<file path="config.mk">
export PLATFORM = sky130hd
export DESIGN_NAME = instr_prefetch_queue
export DESIGN_NICKNAME = d
export VERILOG_FILES = /design/src/rtl/pq_pkg.sv /design/src/rtl/pq_ptr_ctrl.sv /design/src/rtl/instr_prefetch_queue.sv
export SDC_FILE = /design/constraint.sdc
export NUM_CORES = 1
export LEC_CHECK = 0
export CAP_MARGIN = 20
export CORE_MARGIN = 8
export CORE_UTILIZATION = 40
export DETAILED_ROUTE_END_ITERATION = 10
export PLACE_DENSITY_LB_ADDON = 0.12
export SETUP_SLACK_MARGIN = 0.4
export SLEW_MARGIN = 20
export SYNTH_ARGS = -nofsm -noshare
export SYNTH_HDL_FRONTEND = slang
export SYNTH_SLANG_ARGS = --single-unit
</file>
<file path="constraint.sdc">
create_clock -name clk_pq -period 3.8 [get_ports clk_pq]
set_input_delay 0.38 -clock clk_pq [delete_from_list [all_inputs] [get_ports clk_pq]]
set_output_delay 0.38 -clock clk_pq [all_outputs]
set_load 0.02 [all_outputs]
</file>
<file path="src/rtl/pq_pkg.sv">
// Shared types and constants for the instruction prefetch queue.
package pq_pkg;

    localparam int unsigned PQ_DW = 32;

    localparam logic [PQ_DW-1:0] PQ_NOP = 32'h0;

    typedef struct packed {
        logic [PQ_DW-1:0] instr;
        logic [PQ_DW-1:0] pc;
    } pq_entry_t;

    typedef enum logic [1:0] {
        PQ_EMPTY,
        PQ_PARTIAL,
        PQ_FULL
    } pq_state_t;

endpackage

</file>
<file path="src/rtl/pq_ptr_ctrl.sv">
// Pointer, occupancy and fill-state control for the prefetch queue.
// Optional same-cycle bypass when PQ_BYPASS_EN is defined.
module pq_ptr_ctrl
    import pq_pkg::*;
#(
    parameter int unsigned DEPTH = 4,
    parameter int unsigned AW    = 2
) (
    input  logic          clk,
    input  logic          rst,
    input  logic          flush,
    input  logic          fetch_valid,
    input  logic          dec_ready,
    output logic          push_c,
    output logic          pop_c,
    output logic          full_c,
    output logic          empty_c,
    output logic [AW-1:0] wr_ptr,
    output logic [AW-1:0] rd_ptr,
    output logic [AW:0]   count
);

    localparam int unsigned CW = AW + 1;

    pq_state_t     state;
    pq_state_t     state_nxt;
    logic [AW-1:0] wr_nxt;
    logic [AW-1:0] rd_nxt;
    logic [AW:0]   count_nxt;
    logic          bypass_take_c;

    assign full_c  = (state == PQ_FULL);
    assign empty_c = (state == PQ_EMPTY);

    // A bypassed word consumed in the same cycle never occupies an entry.
`ifdef PQ_BYPASS_EN
    assign bypass_take_c = empty_c & fetch_valid & dec_ready & ~flush;
`else
    assign bypass_take_c = 1'b0;
`endif

    assign push_c = fetch_valid & ~full_c & ~flush & ~bypass_take_c;
    assign pop_c  = ~empty_c & dec_ready & ~flush;

    always_ff @(posedge clk) begin
        if (rst) begin
            state  <= PQ_EMPTY;
            wr_ptr <= '0;
            rd_ptr <= '0;
            count  <= '0;
        end else begin
            state  <= state_nxt;
            wr_ptr <= wr_nxt;
            rd_ptr <= rd_nxt;
            count  <= count_nxt;
        end
    end

    // Next pointers/count; flush wins over push and pop.
    always_comb begin
        wr_nxt    = wr_ptr;
        rd_nxt    = rd_ptr;
        count_nxt = count;
        state_nxt = state;
        if (flush) begin
            wr_nxt    = '0;
            rd_nxt    = '0;
            count_nxt = '0;
        end else begin
            if (push_c) wr_nxt = wr_ptr + AW'(1);
            if (pop_c)  rd_nxt = rd_ptr + AW'(1);
            if (push_c && !pop_c)      count_nxt = count + CW'(1);
            else if (pop_c && !push_c) count_nxt = count - CW'(1);
        end
        if (count_nxt == '0)              state_nxt = PQ_EMPTY;
        else if (count_nxt == CW'(DEPTH)) state_nxt = PQ_FULL;
        else                              state_nxt = PQ_PARTIAL;
    end

endmodule

</file>
<file path="src/rtl/instr_prefetch_queue.sv">
// Instruction/PC FIFO between fetch and decode with redirect flush.
// Optional same-cycle empty bypass when PQ_BYPASS_EN is defined.
module instr_prefetch_queue
    import pq_pkg::*;
#(
    parameter int unsigned DEPTH = 4,
    parameter int unsigned AW    = 2,
    parameter int unsigned DW    = PQ_DW
) (
    input  logic          clk_pq,
    input  logic          rst_pq,
    input  logic          flush_pq,
    input  logic          fetch_valid,
    input  logic [DW-1:0] fetch_instr,
    input  logic [DW-1:0] fetch_pc,
    output logic          fetch_ready,
    output logic          dec_valid,
    output logic [DW-1:0] dec_instr,
    output logic [DW-1:0] dec_pc,
    input  logic          dec_ready,
    output logic [AW:0]   count_pq
);

    pq_entry_t     mem [DEPTH];
    pq_entry_t     head;
    logic          push_c;
    logic          pop_c;
    logic          full_c;
    logic          empty_c;
    logic [AW-1:0] wr_ptr;
    logic [AW-1:0] rd_ptr;

    pq_ptr_ctrl #(
        .DEPTH (DEPTH),
        .AW    (AW)
    ) u_ptr_ctrl (
        .clk         (clk_pq),
        .rst         (rst_pq),
        .flush       (flush_pq),
        .fetch_valid (fetch_valid),
        .dec_ready   (dec_ready),
        .push_c      (push_c),
        .pop_c       (pop_c),
        .full_c      (full_c),
        .empty_c     (empty_c),
        .wr_ptr      (wr_ptr),
        .rd_ptr      (rd_ptr),
        .count       (count_pq)
    );

    assign fetch_ready = ~full_c;

    // Storage is not cleared on flush; the pointers alone define validity.
    always_ff @(posedge clk_pq) begin
        if (push_c) begin
            mem[wr_ptr] <= '{instr: PQ_DW'(fetch_instr), pc: PQ_DW'(fetch_pc)};
        end
    end

    assign head = mem[rd_ptr];

    always_comb begin
        dec_valid = ~empty_c;
        dec_instr = DW'(PQ_NOP);
        dec_pc    = DW'(PQ_NOP);
        if (!empty_c) begin
            dec_instr = DW'(head.instr);
            dec_pc    = DW'(head.pc);
        end
`ifdef PQ_BYPASS_EN
        if (empty_c && fetch_valid && !flush_pq) begin
            dec_valid = 1'b1;
            dec_instr = fetch_instr;
            dec_pc    = fetch_pc;
        end
`endif
    end

    // pop_c is consumed inside the controller; kept here for visibility.
    logic unused_c;
    assign unused_c = pop_c;

endmodule

</file>
---- After elaboration in Yosys (flattened, before gate mapping) ----
Memory sizes are Yosys's and may differ from the RTL's. A register that Yosys moved wholly into a read port is not among the register bits.
Index checks and enable logic that the tools add are counted.
cells by class
  add/subtract/negate cells ............... 4
  reduce and logical (&&, ||, !) cells .... 8
  bitwise operators ....................... 7
  eq/ne operators ......................... 2
  muxes and demuxes ....................... 10
operator list
  cell                 count
  $mux 32              2
  $mux 3               3
  $mux 2               3
  $add 2x1->2 const B  2
  $and 1x1->1          4
  $reduce_or 2->1      2
  $add 3x1->3 const B  1
  $eq 3x3->1 const B   1
  $logic_not 3->1      1
  $not 1->1            3
  $sub 3x1->3 const B  1
  $eq 2x2->1 const B   1
  $logic_and 1x1->1    2
  $logic_not 1->1      2
  $logic_not 2->1      1
  $mux 1               2
storage, ports and cells
  bits in writable memories ............... 256
  input port bits ......................... 69
  memories ................................ 1
  flip-flop bits (word level) ............. 9
memory list
  name  words  width  read ports  clocked after memory_dff  write ports  line                        RTL
  mem   4      64     1           1                         1            instr_prefetch_queue.sv:24  pq_entry_t mem [DEPTH];

---- Depth between registers and ports, before layout ----
Gate-level depths: netlist of run 1.
  word-level depth ........................ 11
  depth in mapped cells ................... 6
  mapped depth without buffers ............ 5

---- By module ----
A second synthesis of run 1 with hierarchy kept.
unflattened totals
  cell total of the unflattened synthesis .. 542
  area, all modules ....................... 10,228.6 um^2
modules (own cells, without submodules)
  module                seq. area each (um^2)  cells an instance  times used  area an instance (um^2)
  instr_prefetch_queue  7,687.4                485                1           9,733.1
  pq_ptr_ctrl           180.2                  57                 1           495.5

---- Least setup slack after synthesis of run 1 ----
OpenSTA, ideal clock, no wires.
  path type ............................... input -> register
  start point ............................. input flush_pq
  end point ............................... memory mem[0][0] in the netlist's numbering (enable)
  slack ................................... 929 ps
  library setup time ...................... 429 ps
  stages .................................. 4
  data arrival time ....................... 2,442 ps
  path through ............................ nand2b_4 > buf_6 > nor2_1 > and2_1
between the ends
  word-level cells in the longest chain between the ends .. 4
RTL lines
  element                       line                        RTL
  start, declared               instr_prefetch_queue.sv:12  input logic flush_pq,
  $not 1->1                     pq_ptr_ctrl.sv:42           assign push_c = fetch_valid & ~full_c & ~flush & ~bypass_take_c;
  $and 1x1->1                   pq_ptr_ctrl.sv:42
  $mux 1                        instr_prefetch_queue.sv:55  if (push_c) begin
  $mux 1 (implied by the code)  instr_prefetch_queue.sv:56  mem[wr_ptr] <= '{instr: PQ_DW'(fetch_instr), pc: PQ_DW'(fetch_pc)};
  end, declared                 instr_prefetch_queue.sv:24
Every way passes these cells.

---- Final worst setup path of run 1 ----
  start point ............................. register u_ptr_ctrl.state[0]
  end point ............................... output dec_instr[11]
between the ends
  word-level cells in the longest chain between the ends .. 2
RTL lines
  element                 line                        RTL
  start, declared         pq_ptr_ctrl.sv:25           pq_state_t state;
  start signal, assigned  pq_ptr_ctrl.sv:52           state <= state_nxt;
  $logic_not 2->1         pq_ptr_ctrl.sv:33           assign empty_c = (state == PQ_EMPTY);
  $mux 32                 instr_prefetch_queue.sv:66  if (!empty_c) begin
  end, declared           instr_prefetch_queue.sv:18  output logic [DW-1:0] dec_instr,
Every way passes these cells.

==> results of run 1 <==
## final cells by class
| class | count | share of cell area |
|---|---|---|
| Clock buffer | 36 | 0.05789 |
| Clock inverter | 16 | 0.009439 |
| Inverter | 7 | 0.002023 |
| Multi-Input combinational cell | 177 | 0.1720 |
| Sequential cell | 267 | 0.6093 |
| Tap cell | 330 | 0.03179 |
| Timing Repair Buffer | 146 | 0.1175 |
## worst paths after layout
| path | endpoint | cells past startpoint | slack [ns] |
|---|---|---|---|
| setup reg to reg | mem[0][40]$_DFFE_PP_ | 4 | 1.62 |
| setup / recovery | dec_instr[11] | 4 | 0.65 |
| hold reg to reg | flop | 2 | 0.53 |
| hold / removal | mem[2][34]$_DFFE_PP_ | 1 | 0.48 |
## power breakdown
part	internal (uW)	leakage (uW)	switching [uW]	total, uW
logic	154	0.00125	141	295
clock network	1520	0.000428	1060	2580
registers	3270	0.00242	10.8	3280
## placed cells by master, fill, tap and decap left out, types with 2 or more instances in the layout
| cell type | synthesis | final |
|---|---|---|
| clkinv_2 | 0 | 4 |
| buf_4 | 0 | 2 |
| nor2b_1 | 2 | 2 |
| inv_1 | 7 | 7 |
| nand2_1 | 2 | 2 |
| a21oi_1 | 2 | 2 |
| clkinv_1 | 0 | 9 |
| xor2_1 | 2 | 2 |
| dfxtp_4 | 0 | 2 |
| nor2_1 | 7 | 7 |
| clkbuf_16 | 0 | 29 |
| clkdlybuf4s50_1 | 0 | 137 |
| a2111oi_0 | 2 | 2 |
| o2111a_1 | 2 | 2 |
| and2_1 | 68 | 64 |
| edfxtp_1 | 256 | 256 |
| and2_4 | 0 | 4 |
| buf_12 | 0 | 7 |
| mux4_2 | 64 | 64 |
| a211oi_1 | 3 | 3 |
| bufinv_16 | 0 | 2 |
| o21ai_0 | 2 | 2 |
| ha_1 | 6 | 6 |
| dfxtp_1 | 11 | 9 |
| nor3_1 | 2 | 2 |
| clkbuf_1 | 13 | 7 |
## kinds of logic (layout without fill, tap and decap cells)
kind of cell / after synthesis / count (layout) / share of synthesized area
DFF: 267 / 267 / 0.7694
muxes: 65 / 65 / 0.1412
and+or+nand+nor: 87 / 87 / 0.05186
AOI/OAI and AO/OA: 16 / 16 / 0.01351
xor gates and xnor gates: 3 / 3 / 0.002557
buffers and inverters: 33 / 205 / 0.01412
adders and majority gates: 6 / 6 / 0.007304
## through the flow
| stage | instance area [um^2] | setup slack [ns] | cells | power [uW] |
|---|---|---|---|---|
| floorplan | 10280 | 0.9292 | 477 | 3464 |
| global placement | 12100 | 1.059 | 926 | 3633 |
| detailed placement | 12100 | 1.041 | 926 | 3643 |
| CTS | 12970 | 0.4724 | 978 | 6236 |
| global route | 12990 | 0.4107 | 979 | 6376 |
| finish | 12990 | 0.6523 | 979 | 6155 |
## layer usage
layer  track usage  share of wire  vias up
li1              -              -     2235
met1        0.1764           0.43     2592
met2        0.2303           0.50      137
met3       0.02927          0.057       31
met4       0.03780          0.017        0
met5             0              0        -
## registers in the layout, indices dropped and copies added (netlist names), named ones only
register           cells
mem                  256
u_ptr_ctrl.state       2
u_ptr_ctrl.rd_ptr      2
u_ptr_ctrl.wr_ptr      2
u_ptr_ctrl.count       3
## repair_timing
action                     4_1_cts  5_1_grt
setup endpoints to repair        0        2
buffers inserted                 0        1
resized for setup                0        0
## worst max-delay path, stage by stage (launching register included)
cell	delay, ns
dfxtp_1	0.32
or2_2	0.78
buf_4	0.34
and2_1	0.17
clkdlybuf4s50_1	0.61
==> metrics, run 1 <==
1st-pass router iterations 4; Clock Sinks 267; minimum clock period 3.148 ns; port buffer count 137; first-pass GRT wire length 32930 um; average wire per standard cell 21.55 um; maxcap violations 0; GR Util All Layers 0.1366; count of cell types in the netlist 32; die width 176.3 um; Post-synth EDFFs 256; Pleak 0.004098 uW; crit end category output port; Worst-Margin Slew 1.019 ns; gr ovfl total 0; DIE HEIGHT 176.3 um; Layout fillers 2009; Starting Density 0.4081; status complete, no violations; final worst path period share 0.8283; Setup Skew 0.01084 ns; syn avg cell area 21.55 um^2; Hold Crit Class primary input to flop; VDD IR max 0.2704 mV; Cell Area, Synth 10280 um^2; Rel. slew slack 0.3206; Via density 5.102; r2r startpoint u_ptr_ctrl.state[1]$_SDFF_PP0_; CP Launch Type flop; fin. max-slew vios 0; Synth area leaders edfxtp_1 (75%), mux4_2 (14%), and2_1 (4.1%); worst hold start fetch_instr[2]; area delta synth->final 26.39%; final number of hold-violating endpoints 0; Warnings, synthesis 0; die area 31080 um^2; leading area contributor after synthesis edfxtp_1; DPL Wire Length 12480 um; TritonCTS Buffers 29; Antenna Diode Count 0; Worst Path Class, Setup flop to output port; RSZ-0062 raised after global routing no; post-layout net count 703; Vias 4995; FP Rows 58; final core area utilization 0.5159; pwr/cell area 473.9 nW/um^2; DRC Markers 0; top_reg_cell synth edfxtp_1; Clk Latency, worst-skew pair 0.54 ns; clk slew on worst S/H paths 0.06 ns; hold_ws 0.4795 ns; cell count after synthesis 477; final setup vio count 0; Commonest cells post-synth edfxtp_1 (256), and2_1 (68), mux4_2 (64); IO Pins 138; Core Footprint 25180 um^2; sequential element share of the synthesized area 0.7694; Routed WL 21100 um; highest clock rate 0.3177 GHz; share of flip-flops with an asynchronous set or reset 0; CTS tree built; layout cells sized above 1 0.1864; deepest clock path buffer count 3; vias in the first global route 5693; #FFs+latches synth 267; CP startpoint u_ptr_ctrl.state[0]$_SDFF_PP0_; multi-input logic area 2235 um^2; depth of the CTS H-tree 1; Worst Path Max Fanout 50; pin count of the biggest net entering global routing 65; Reg area 7915 um^2; Setup TNS Final 0 ns; clock root buffer clkbuf_16; most common cell in the netlist edfxtp_1; hold buffers post-CTS 0; critical path arrival 2.77 ns; Final ANT Viol Nets 0; initial DRC count 280; placer congestion estimate 0.7013; antenna violations before repair 0; Syn Nets 552; area share of the largest cell type after synthesis 0.7480; CP Data Required Time 3.42 ns
(Power assumes the default switching activity.)
==> inputs of run 2 (changes only) <==
==> constraint.sdc (replaced) <==
create_clock -name clk_pq -period 3 [get_ports clk_pq]
set_input_delay 0.3 -clock clk_pq [delete_from_list [all_inputs] [get_ports clk_pq]]
set_output_delay 0.3 -clock clk_pq [all_outputs]
set_load 0.02 [all_outputs]
==> run 2 against run 1 <==
Clock skew up 0.0042 ns. Critical path depth is 1 higher. Cell area is 0.63% higher. Die area did not move. Count of clock-buffer cells in the layout rose by 4. Via count increased by 0.80%. Largest cell class unchanged. Highest routed layer is now met5.
==> metrics, run 2 (synthesis gave the netlist of run 1 again) <==
final core area utilization 0.5191; CP most frequent cell buf_12; clock root buffer clkbuf_16; critical path arrival 2.24 ns; deepest clock path buffer count 3; Layout fillers 2046; antenna violations before repair 2; Rel. slew slack 0.5385; final setup vio count 0; most common cell after layout, fill and taps aside edfxtp_1; Worst Path Max Fanout 11; clk slew on worst S/H paths 0.06 ns; RSZ-0062 raised after global routing yes; Routed WL 21210 um; Largest register FFs 256; IO Pins 138; vias in the first global route 5600; highest clock rate 0.3935 GHz; depth of the CTS H-tree 1; DIE HEIGHT 176.3 um; final number of hold-violating endpoints 0; Crit-path slowest cell mux4_2; CTS tree built; Largest Register mem; GR Util All Layers 0.1361; Worst Path Class, Setup flop to output port; minimum clock period 2.541 ns; CP cell instances buf_12 -> buf_12 -> mux4_2 -> and2_1 -> dlygate4sd2_1; status complete, no violations; hold buffers post-CTS 0; Hold Crit Class primary input to flop; Via density 5.055; port buffer count 137; average wire per standard cell 21.30 um; area delta synth->final 27.19%; Setup TNS Final 0 ns; CP Launch Type flop; first-pass GRT wire length 32750 um; multi-input logic area 2240 um^2; DPL Wire Length 12400 um; fin. max-slew vios 0; Reg area 7915 um^2; crit-path max cell delay 0.52 ns; FP Rows 58; Antenna Diode Count 0; crit end category output port; Clk Latency, worst-skew pair 0.53 ns; 1st-pass router iterations 5; TritonCTS Buffers 28; Setup Skew 0.01508 ns; DRC Markers 0; final worst path period share 0.8470; Core Footprint 25180 um^2; VDD IR max 0.3867 mV; die area 31080 um^2; CP Data Required Time 2.70 ns; post-layout net count 722; layout cells sized above 1 0.2372; die width 176.3 um; Vias 5035; initial DRC count 239; commonest non-fill, non-tap cells in the layout edfxtp_1 (256), clkdlybuf4s50_1 (73), mux4_2 (64); Final ANT Viol Nets 0; Pleak 0.004431 uW; placer congestion estimate 0.7494; Clock Sinks 267; pwr/cell area 586.4 nW/um^2; hold_ws 0.4042 ns; maxcap violations 0; Starting Density 0.4081; pin count of the biggest net entering global routing 41; Worst-Margin Slew 0.6909 ns; gr ovfl total 0; largest registers mem (256), u_ptr_ctrl.count (3)
## run 2: changes by cell type in the layout (fill, tap and decap cells not counted), moves of 3 or more
cell | before | now
clkdlybuf4s15_1 | 0 | 5
clkdlybuf4s50_1 | 137 | 73
buf_4 | 2 | 15
clkinv_1 | 9 | 6
buf_2 | 0 | 5
clkbuf_1 | 7 | 11
dlygate4sd2_1 | 0 | 39
clkbuf_2 | 0 | 14
## run 2: what timing repair did
item | 4_1_cts | 5_1_grt
gates resized for setup | 86 | 41
setup endpoints to repair | 64 | 46
gates cloned | 2 | 0
setup buffers | 7 | 4
## run 2: metal layers
layer  GRT usage  part of all wire  up-vias
li1            -                 -     2265
met1      0.1709              0.43     2607
met2      0.2285              0.49      132
met3     0.04144             0.070       27
met4     0.03144             0.012        4
met5           0            0.0012        -
## run 2: worst max-delay path: cells and delay by family (launching register included)
kind                   cells  cell delay, ns
buffers and inverters      3            0.61
multiplexers               1            0.52
AND/OR/NAND/NOR            1            0.17
flip-flops                 1            0.39
## run 2: area by class of cell
| cell class | instances | area share |
|---|---|---|
| Sequential cell | 267 | 0.6055 |
| Multi-Input combinational cell | 177 | 0.1713 |
| Timing Repair Buffer | 166 | 0.1261 |
| Clock buffer | 40 | 0.05868 |
| Tap cell | 330 | 0.03159 |
| Clock inverter | 9 | 0.004786 |
| Inverter | 7 | 0.002010 |
## run 2: worst paths after layout
kind	slack [ns]	to	from	depth (start not counted)
setup / recovery	0.46	dec_instr[25]	flop	5
hold / removal	0.40	mem[0][23]$_DFFE_PP_	fetch_pc[23]	1
setup reg to reg	0.97	mem[2][58]$_DFFE_PP_	u_ptr_ctrl.state[1]$_SDFF_PP0_	4
hold reg to reg	0.53	u_ptr_ctrl.rd_ptr[1]$_SDFFE_PP0P_	u_ptr_ctrl.rd_ptr[1]$_SDFFE_PP0P_	2
## run 2: metrics by stage
step	cell area [um^2]	setup WS [ns]	instances	power [uW]
finish	13070	0.4589	996	7665
global placement	12180	0.5450	934	4602
detailed placement	12180	0.5218	934	4616
floorplan	10280	0.8720	477	4386
CTS	13090	0.2743	992	7763
global route	13070	0.3468	996	7932
## run 2: power by group
| group | internal [uW] | switching (uW) |
|---|---|---|
| Sequential | 4140 | 12.9 |
| Combinational | 181 | 179 |
| Clock | 1840 | 1310 |
| Total | 6170 | 1500 |
